## src/rtl/instr_prefetch_buffer.sv

```systemverilog
// -----------------------------------------------------------------------------
// instr_prefetch_buffer
//
// Instruction fetch stage with two ping-pong banks of BLK_DEPTH instructions.
// One bank drains to decode over a valid/ready handshake while the next
// sequential block is prefetched into the other bank. Also handles
// halt/resume and PC redirect (jump).
//
// Optional build macro:
//   IFETCH_PERF_EN  adds saturating performance counters
//                   (perfIssued, perfStall, perfJmp).
//
// Ports:
//   clk, rst_n          clock, asynchronous active-low reset
//   blkReq / blkAddr    block request to memory; blkAddr is block-aligned
//   blkVld / blkData    block response; taken only while blkReq=1
//   instrVld / instrRdy issue handshake towards decode
//   instr / instrPc     issued instruction (NOP while instrVld=0) and its PC
//   incPc               resume pulse, used only while halted
//   jmpVld / jmpAddr    redirect pulse and target PC
//   halted              high while halted
// -----------------------------------------------------------------------------
module instr_prefetch_buffer #(
    parameter int INSTR_W   = 32,
    parameter int BLK_DEPTH = 16,
    parameter int PC_W      = 12
) (
    input  logic                         clk,
    input  logic                         rst_n,
    output logic                         blkReq,
    output logic [PC_W-1:0]              blkAddr,
    input  logic                         blkVld,
    input  logic [INSTR_W*BLK_DEPTH-1:0] blkData,
    output logic                         instrVld,
    input  logic                         instrRdy,
    output logic [INSTR_W-1:0]           instr,
    output logic [PC_W-1:0]              instrPc,
    input  logic                         incPc,
    input  logic                         jmpVld,
    input  logic [PC_W-1:0]              jmpAddr,
    output logic                         halted
`ifdef IFETCH_PERF_EN
    ,
    output logic [31:0]                  perfIssued,
    output logic [31:0]                  perfStall,
    output logic [15:0]                  perfJmp
`endif
);

    localparam int                 OFF_W = $clog2(BLK_DEPTH);
    localparam logic [INSTR_W-1:0] NOP   = INSTR_W'(32'h6000_0000);

    typedef enum logic [1:0] {S_FILL, S_RUN, S_HALT} state_t;

    state_t             r_state, w_state_nxt;
    logic [PC_W-1:0]    r_pc, w_pc_nxt;
    logic               r_cur, w_cur_nxt;           // bank being issued from
    logic [1:0]         r_full, w_full_nxt;         // per-bank valid
    logic               r_req, w_req_nxt;
    logic [PC_W-1:0]    r_blk_addr, w_blk_addr_nxt;
    logic               r_discard, w_discard_nxt;   // drop next response (stale after jump)
    logic               w_wr_en;
    logic [INSTR_W-1:0] r_bank [2][BLK_DEPTH];

    logic [OFF_W-1:0]   w_off;
    logic [PC_W-1:0]    w_base;
    logic [INSTR_W-1:0] w_cur_instr;
    logic               w_last, w_xfer, w_accept, w_is_halt, w_fill_bank, w_adv;

    assign w_off       = r_pc[OFF_W-1:0];
    assign w_last      = &w_off;
    assign w_base      = {r_pc[PC_W-1:OFF_W], {OFF_W{1'b0}}};
    assign w_cur_instr = r_bank[r_cur][w_off];
    assign w_is_halt   = (w_cur_instr[30:29] == 2'b11);
    assign w_xfer      = (r_state == S_RUN) && instrRdy;
    assign w_accept    = r_req && blkVld;
    assign w_adv       = (w_xfer && !w_is_halt) || ((r_state == S_HALT) && incPc);
    // In FILL the outstanding request is for the current (empty) bank;
    // otherwise it is a prefetch into the other bank.
    assign w_fill_bank = (r_state == S_FILL) ? r_cur : ~r_cur;

    // NOTE: every signal written here gets its default first, so no path leaves it unassigned (no latches).
    always_comb begin
        w_state_nxt    = r_state;
        w_pc_nxt       = r_pc;
        w_cur_nxt      = r_cur;
        w_full_nxt     = r_full;
        w_req_nxt      = r_req;
        w_blk_addr_nxt = r_blk_addr;
        w_discard_nxt  = r_discard;
        w_wr_en        = 1'b0;

        if (jmpVld) begin
            w_full_nxt     = 2'b00;
            w_pc_nxt       = jmpAddr;
            w_state_nxt    = S_FILL;
            w_req_nxt      = 1'b1;
            w_blk_addr_nxt = {jmpAddr[PC_W-1:OFF_W], {OFF_W{1'b0}}};
            // A request still in flight will return the old block; drop it.
            w_discard_nxt  = r_req && !blkVld;
        end else begin
            if (w_accept) begin
                if (r_discard) begin
                    w_discard_nxt = 1'b0;   // request stays up for the new address
                end else begin
                    w_wr_en                 = 1'b1;
                    w_full_nxt[w_fill_bank] = 1'b1;
                    w_req_nxt               = 1'b0;
                    if (r_state == S_FILL) w_state_nxt = S_RUN;
                end
            end

            if ((r_state == S_FILL) && !r_req) begin
                w_req_nxt      = 1'b1;
                w_blk_addr_nxt = w_base;
            end else if ((r_state != S_FILL) && !r_full[~r_cur] && !r_req) begin
                w_req_nxt      = 1'b1;
                w_blk_addr_nxt = w_base + PC_W'(BLK_DEPTH);
            end

            if (w_xfer && w_is_halt) begin
                // pc stays on the halt instruction; a drained bank is freed now.
                w_state_nxt = S_HALT;
                if (w_last) w_full_nxt[r_cur] = 1'b0;
            end else if (w_adv) begin
                w_pc_nxt    = r_pc + PC_W'(1);
                w_state_nxt = S_RUN;
                if (w_last) begin
                    // Always swap; the other bank is either full (no bubble,
                    // including a same-edge fill) or is the target of the
                    // request that FILL waits on.
                    w_full_nxt[r_cur] = 1'b0;
                    w_cur_nxt         = ~r_cur;
                    if (!w_full_nxt[~r_cur]) w_state_nxt = S_FILL;
                end
            end
        end
    end

    // NOTE: sequential state uses non-blocking assignments so every register samples pre-edge values.
    always_ff @(posedge clk or negedge rst_n) begin
        if (!rst_n) begin
            r_state    <= S_FILL;
            r_pc       <= '0;
            r_cur      <= 1'b0;
            r_full     <= 2'b00;
            r_req      <= 1'b1;
            r_blk_addr <= '0;
            r_discard  <= 1'b0;
        end else begin
            r_state    <= w_state_nxt;
            r_pc       <= w_pc_nxt;
            r_cur      <= w_cur_nxt;
            r_full     <= w_full_nxt;
            r_req      <= w_req_nxt;
            r_blk_addr <= w_blk_addr_nxt;
            r_discard  <= w_discard_nxt;
        end
    end

    // NOTE: bank storage is not reset; r_full gates its use, and skipping the reset keeps it plain RAM.
    always_ff @(posedge clk) begin
        if (w_wr_en) begin
            for (int i = 0; i < BLK_DEPTH; i++) begin
                r_bank[w_fill_bank][i] <= blkData[i*INSTR_W +: INSTR_W];
            end
        end
    end

    assign blkReq   = r_req;
    assign blkAddr  = r_blk_addr;
    assign instrVld = (r_state == S_RUN);
    assign instr    = instrVld ? w_cur_instr : NOP;
    assign instrPc  = r_pc;
    assign halted   = (r_state == S_HALT);

`ifdef IFETCH_PERF_EN
    logic [31:0] r_perf_issued, r_perf_stall;
    logic [15:0] r_perf_jmp;

    always_ff @(posedge clk or negedge rst_n) begin
        if (!rst_n) begin
            r_perf_issued <= '0;
            r_perf_stall  <= '0;
            r_perf_jmp    <= '0;
        end else begin
            // A jump overrides a transfer offered in the same cycle.
            if (w_xfer && !jmpVld && (r_perf_issued != '1))
                r_perf_issued <= r_perf_issued + 32'd1;
            if (((r_state == S_FILL) || (r_state == S_RUN)) && !instrVld && (r_perf_stall != '1))
                r_perf_stall <= r_perf_stall + 32'd1;
            if (jmpVld && (r_perf_jmp != '1))
                r_perf_jmp <= r_perf_jmp + 16'd1;
        end
    end

    assign perfIssued = r_perf_issued;
    assign perfStall  = r_perf_stall;
    assign perfJmp    = r_perf_jmp;
`endif

endmodule
```

## config.mk

```make
export PLATFORM = sky130hd
export DESIGN_NAME = instr_prefetch_buffer
export DESIGN_NICKNAME = d
export VERILOG_FILES = /design/src/rtl/instr_prefetch_buffer.sv
export SDC_FILE = /design/constraint.sdc
export NUM_CORES = 1
export LEC_CHECK = 0
export ABC_AREA = 1
export CAP_MARGIN = 20
export CORE_MARGIN = 4
export CORE_UTILIZATION = 55
export DETAILED_ROUTE_END_ITERATION = 16
export PLACE_DENSITY = 0.8
export SETUP_SLACK_MARGIN = 0.15
export SLEW_MARGIN = 10
export SYNTH_ARGS = -nofsm -noshare
export SYNTH_HDL_FRONTEND = slang
export SYNTH_SLANG_ARGS = --single-unit
```

## constraint.sdc

```tcl
create_clock -name clk -period 33.5 [get_ports clk]
set_input_delay 6.7 -clock clk [delete_from_list [all_inputs] [get_ports clk]]
set_output_delay 6.7 -clock clk [all_outputs]
set_load 0.02 [all_outputs]
```

== Yosys cells after proc, flatten, opt, wreduce, memory -nomap -nowiden ==
Memory sizes are Yosys's and may differ from the RTL's.
Cells that the tools add are included.

* Flip-flop bits (word level): 31
* Bits in latches: 0
* Memory bits (writable): 1,024
* Bits in read-only memories: 0
* Input port bits: 530
* Output and inout port bits: 59
* Memories: 1

* Add/sub/neg operators: 2
* Multiply operators: 0
* Divide/modulo/power cells: 0
* Order comparisons: 6
* Equal/unequal tests: 6
* Shift-type cells: 0
* Multiplexer cells: 46
* Bitwise operators: 7
* Reductions and logical operators: 29

{| class="wikitable"
|+ Memories
! name !! depth !! width !! read ports !! clocked after memory_dff !! wr ports !! line !! source
|-
| r_bank || 2 || 512 || 1 || 0 || 1 || 63 || <nowiki>logic [INSTR_W-1:0] r_bank [2][BLK_DEPTH];</nowiki>
|}

{| class="wikitable"
|+ Operator list
! operator !! count
|-
| 32-bit binary-select mux with 4-bit select || 1
|-
| 32-bit 2-to-1 mux || 3
|-
| 12-bit 2-to-1 mux || 6
|-
| 2-bit 2-to-1 mux || 13
|-
| 1-bit 2-to-1 mux || 21
|-
| 12-bit by 1-bit adder with 12-bit output, second input constant || 1
|-
| 12-bit by 5-bit adder with 12-bit output, second input constant || 1
|-
| 4-bit nonzero test || 3
|-
| 1-bit logical AND || 11
|-
| 4-bit by 2-bit inequality test with 1-bit output, second input constant || 2
|-
| 7-bit AND reduction || 1
|-
| 1-bit by 2-bit < comparator with 1-bit output, second input constant || 3
|-
| 2-bit nonzero test || 3
|-
| 5-bit greater-or-equal comparator, second input constant || 1
|-
| 4-bit inverter with 5-bit output || 1
|-
| 2-bit equality test, second input constant || 2
|-
| 1-bit zero test || 4
|-
| 2-bit AND reduction || 2
|-
| 4-bit AND reduction || 1
|-
| 1-bit inverter || 3
|-
| 3-bit AND reduction || 1
|-
| 3-bit nonzero test || 1
|-
| 2-bit AND || 1
|-
| 1-bit demux with 1-bit select || 2
|-
| 7 further kinds || 8
|}

== Logic depth before layout (Yosys ltp) ==
* Depth in word-level cells: 18
* Mapped depth: 18
* Depth with buffers taken out: 14

== Worst setup path after synthesis ==
OpenSTA, ideal clock, no wires.

* Path type: input-to-reg
* From: input port jmpVld
* To: memory r_bank[0][0] in the netlist's numbering, enable pin
* Data arrival time: 28.269 ns
* Required time: 32.102 ns
* Path slack: 3.833 ns
* Stages: 3
* Path buffers: 2
* Cell sequence: clkbuf_1 > clkbuf_1 > nor2_1

* Cells in the longest elaborated chain, start to end: 3

{| class="wikitable"
|+ Ends and longest elaborated chain
! element !! line !! source
|-
| from (decl) || 39 || <nowiki>input logic jmpVld,</nowiki>
|-
| 1-bit 2-to-1 mux || 93 || <nowiki>if (jmpVld) begin</nowiki>
|-
| 1-bit 2-to-1 mux || 163 || <nowiki>if (w_wr_en) begin</nowiki>
|-
| 1-bit 2-to-1 mux (not written as such) || 165 || <nowiki>r_bank[w_fill_bank][i] <= blkData[i*INSTR_W +: INSTR_W];</nowiki>
|-
| to (decl) || 63 ||
|}

No other way between the ends.

== Worst setup path in the final report ==
* From: register r_cur
* To: output port instr[21]

* Cells in the longest elaborated chain, start to end: 5

{| class="wikitable"
|+ Ends and longest elaborated chain
! element !! line !! source
|-
| from (decl) || 57 || <nowiki>logic r_cur, w_cur_nxt;</nowiki>
|-
| from (signal assigned) || 153 || <nowiki>r_cur <= w_cur_nxt;</nowiki>
|-
| memory 2 x 512 bit || n/a ||
|-
| 32-bit binary-select mux with 4-bit select || 73 || <nowiki>assign w_cur_instr = r_bank[r_cur][w_off];</nowiki>
|-
| 32-bit 2-to-1 mux (not written as such) (2 in series) || 73 ||
|-
| 32-bit 2-to-1 mux || 173 || <nowiki>assign instr = instrVld ? w_cur_instr : NOP;</nowiki>
|-
| to (decl) || 36 || <nowiki>output logic [INSTR_W-1:0] instr,</nowiki>
|}

No other way between the ends. The select of a mux whose other input is x is not followed.

==> key figures <==
STA
  • Clock Skew: 0.0247 ns
  • Final Hold Vio Count: 0
  • Relative slew slack: 0.200
  • Count of final setup violators: 0
  • Max Slew Vio Count: 0
  • Worst slew pin tran: 1.20 ns
  • Setup TNS: 0 ns
  • Maximum operating frequency: 0.0752 GHz
  • Tcrit/Tclk final: 0.397
  • Fin crit period: 13.30 ns
  • Unrepaired setup endpoints after global routing: no
  • Worst setup margin: 20.20 ns
  • Worst hold slack: 0.496 ns

Layout
  • Fillers: 5,000
  • Final #Nets: 4,119
  • Register area: 31,400 um^2
  • Share of cells above drive strength 1: 0.0593
  • Multi-input logic area: 8920 um^2
  • Area growth from synthesis to layout: 23.5%

Floorplan
  • Die footprint: 80,000 um^2
  • Initial Util: 0.556
  • I/O pins: 589
  • Die Span X: 283 um
  • Site row count: 100
  • Die span in y: 283 um
  • Core area: 74,700 um^2

Hold path
  • Hold Crit Class: flip-flop to flip-flop
  • Hold worst-path end: blkAddr[8]$_DFFE_PN0P_
  • Hold Path Depth: 2
  • Hold Startpoint: blkAddr[8]$_DFFE_PN0P_

Clocking
  • Clk root buf: clkbuf_16
  • Post-CTS Setup Bufs: 0
  • CTS sink cnt: 1,051
  • Hold_buf cts: 0
  • CTS buffer count: 102
  • Clk buf depth: 3
  • Worst-path clk slew: 0.06 ns
  • Clk_lat worst skew: 0.65 ns
  • Post-CTS Resized: 0
  • CTS tree: done
  • H-tree Lvls: 3

Yosys
  • Mux contribution to synthesized area: 0
  • Yosys warning count: 0
  • Sequential fraction of the synthesis area: 0.757
  • Cell variety after synth: 36
  • Syn_area_per_cell: 13.4 um^2
  • Main combinational cell family by area after synthesis: compound AO/OA/AOI/OAI gates
  • Compound-cell area share of the yosys netlist: 0.123
  • Post-Syn Area: 41,500 um^2
  • Post-Synth XOR/XNOR Area: 0.00169
  • Post-Syn Instances: 3,095
  • FF+latch count, synth: 1,051
  • Post-Synth Simple-Gate Area: 0.0886
  • Synth Area in Adders: 0.000602

Run status
  • Status: finished, final reports clean

Drt
  • Drt pass-1 iters: 6
  • DR iter-0 viols: 4,004
  • WL/cell: 26.3 um
  • Final wirelength: 124 mm
  • Vias per cell: 6.20
  • Post-DRT Antenna Nets: 0
  • Drc violations: 0
  • Vias post-DR: 29,200

GRT
  • Vias in the first global route: 27,900
  • Initial antenna violation count: 57
  • Gr usage total: 0.295
  • Largest net degree at the start of global routing: 212
  • Grt ovf: 0
  • First-pass GRT wire length: 175 mm

Worst setup path
  • Worst setup SP type: flip-flop
  • Critical Path End Type: output port
  • Worst r2r path cells: 7
  • Crit path DAT: 6.60 ns
  • Reg-to-Reg Start: r_cur$_DFFE_PN0P_
  • R2R Path End: r_bank[1][276]$_DFFE_PP_
  • Kind of critical path: flip-flop to output port
  • FF-to-FF setup slack: 28.34 ns
  • Required @ worst endpoint: 26.80 ns
  • Max FO, Critical Path: 159

Pwr
  • Sequential Power Share: 0.466
  • Clock power frac: 0.331
  • Comb pwr share: 0.203
  • Internal: 0.00238 W
  • Peak VDD IR: 0.0543 mV
  • PwrDens: 65.9 nW/um^2
  • Leak Pwr: 16.9 nW
  • Switching share of power: 0.295
  • Sw power: 0.000998 W

Run
  • Max cap viols: 0

Placement
  • Dpl ws: 20.89 ns
  • DP HPWL: 78.4 mm
  • I/O Buffers: 584
  • Gpl congestion: 0.867
==> cells by family (layout without fill, tap and decap cells) <==
| logic type | count (synthesis) | in the layout |
|---|---|---|
| flip-flops | 1051 | 1051 |
| AND/OR/NAND/NOR | 917 | 917 |
| AO/OA/AOI/OAI | 851 | 851 |
| buffers and inverters | 265 | 841 |
| XOR/XNOR | 8 | 8 |
| adder cells (fa/ha/maj) | 2 | 2 |
| other | 1 | 61 |
==> final cells by class <==
type                       instances  area share
sequential                      1051       0.613
multi-input combinational       1782       0.174
timing repair buffer             620       0.120
clock buffer                     116      0.0516
tap                              969      0.0236
clock inverter                    75      0.0121
antenna                           57     0.00278
inverter                          30     0.00263
==> cells in the final DEF (no fill, tap or decap), drive strengths merged, types with 2 or more instances in the layout <==
| cell | netlist | layout |
|---|---|---|
| edfxtp | 1024 | 1024 |
| clkdlybuf4s50 | 0 | 584 |
| nor2 | 561 | 561 |
| o21ai | 539 | 539 |
| nand2 | 184 | 184 |
| o221ai | 173 | 173 |
| nand3 | 163 | 163 |
| clkbuf | 124 | 116 |
| o22ai | 71 | 71 |
| clkinv | 2 | 61 |
| diode | 0 | 57 |
| buf | 111 | 36 |
| inv | 28 | 34 |
| a31oi | 32 | 32 |
| a21oi | 26 | 26 |
| dfrtp | 26 | 26 |
| bufinv | 0 | 8 |
| xor2 | 7 | 7 |
| o211ai | 6 | 6 |
| nor3 | 4 | 4 |
| conb | 1 | 4 |
| nand4 | 3 | 3 |
| and3 | 2 | 2 |
| o31ai | 2 | 2 |
| ha | 2 | 2 |
| clkinvlp | 0 | 2 |
==> worst max path at each step <==
stage | start | endpoint | depth (start not counted)
floorplan | jmpVld | r_bank[0][0]$_DFFE_PP_ | 3
global placement | r_cur$_DFFE_PN0P_ | instr[11] | 9
detailed placement | r_cur$_DFFE_PN0P_ | instr[11] | 9
CTS | r_cur$_DFFE_PN0P_ | instr[11] | 9
global route | r_cur$_DFFE_PN0P_ | instr[21] | 13
finish | r_cur$_DFFE_PN0P_ | instr[21] | 13
==> critical path: stages, from the launching register on <==
cell and delay [ns]:
dfrtp_4 0.78, inv_8 0.64, buf_4 0.87, buf_4 0.74, buf_4 0.83, o21ai_0 0.19, o22ai_1 0.17, nor2_1 0.06
nor2_1 0.10, o21ai_0 0.10, nand3_1 0.15, nand2_1 0.07, a31oi_1 0.32, clkdlybuf4s50_1 0.69
==> flip-flops by register name, summed over array words and instances (netlist names) <==
signal	flops
blkAddr	8
blkReq	1
instrPc	12
r_bank	1024
r_cur	1
r_discard	1
r_full	2
r_state	2
==> power by group through the flow <==
stage	clock network, W	registers (W)	logic [W]
global route	0.00118	0.00158	0.000736
global placement	0	0.00160	0.000658
CTS	0.00113	0.00157	0.000678
finish	0.00112	0.00157	0.000685
floorplan	0	0.00165	0.000402
detailed placement	0	0.00160	0.000674
==> stage by stage <==
step                 util  instances  instance area [um^2]  total power (W)
global route        0.686       4680                 51200          0.00350
detailed placement  0.641       4451                 47900          0.00227
finish              0.687       4700                 51300          0.00338
CTS                 0.684       4642                 51100          0.00338
global placement    0.641       4451                 47900          0.00226
floorplan               -       3098                 41600          0.00205
==> per-layer routing <==
layer / vias up / GRT usage / wire [um] / share of wire
met2: 1801 / 0.476 / 60100 / 0.49
met5: - / 0 / 158 / 0.0013
met1: 14300 / 0.378 / 44400 / 0.36
li1: 12700 / - / - / -
met3: 327 / 0.0680 / 12500 / 0.10
met4: 24 / 0.157 / 6480 / 0.052
==> synth_stat cells <==
cell type / number / share of area
inv_1: 25 / 0.0023
nor3_1: 4 / 0.00048
nand2_1: 182 / 0.016
nand2_4: 1 / 0.00027
o211ai_1: 6 / 0.0011
a31oi_1: 32 / 0.0048
clkbuf_2: 2 / 0.00024
clkinv_1: 2 / 0.00018
a21oi_1: 26 / 0.0031
buf_1: 12 / 0.0011
buf_2: 71 / 0.0086
o21ai_0: 510 / 0.061
dfstp_2: 1 / 0.00063
xnor2_1: 1 / 0.00021
o22ai_1: 71 / 0.011
nand2_2: 1 / 0.00015
edfxtp_1: 1024 / 0.74
nand4_1: 3 / 0.00045
o31ai_1: 2 / 0.00036
o21ai_1: 17 / 0.0020
o311ai_1: 1 / 0.00021
buf_6: 10 / 0.0027
ha_1: 2 / 0.00060
inv_2: 3 / 0.00027
nand3_1: 162 / 0.020
xor2_1: 7 / 0.0015
nand3_2: 1 / 0.00024
and3_1: 2 / 0.00030
o21ai_2: 12 / 0.0025
o221ai_1: 173 / 0.036
nor2_1: 561 / 0.051
o21a_1: 1 / 0.00018
buf_4: 18 / 0.0033
conb_1: 1 / 0.000090
dfrtp_1: 26 / 0.016
clkbuf_1: 122 / 0.011
No activity file was read; power rests on OpenSTA's default activity.
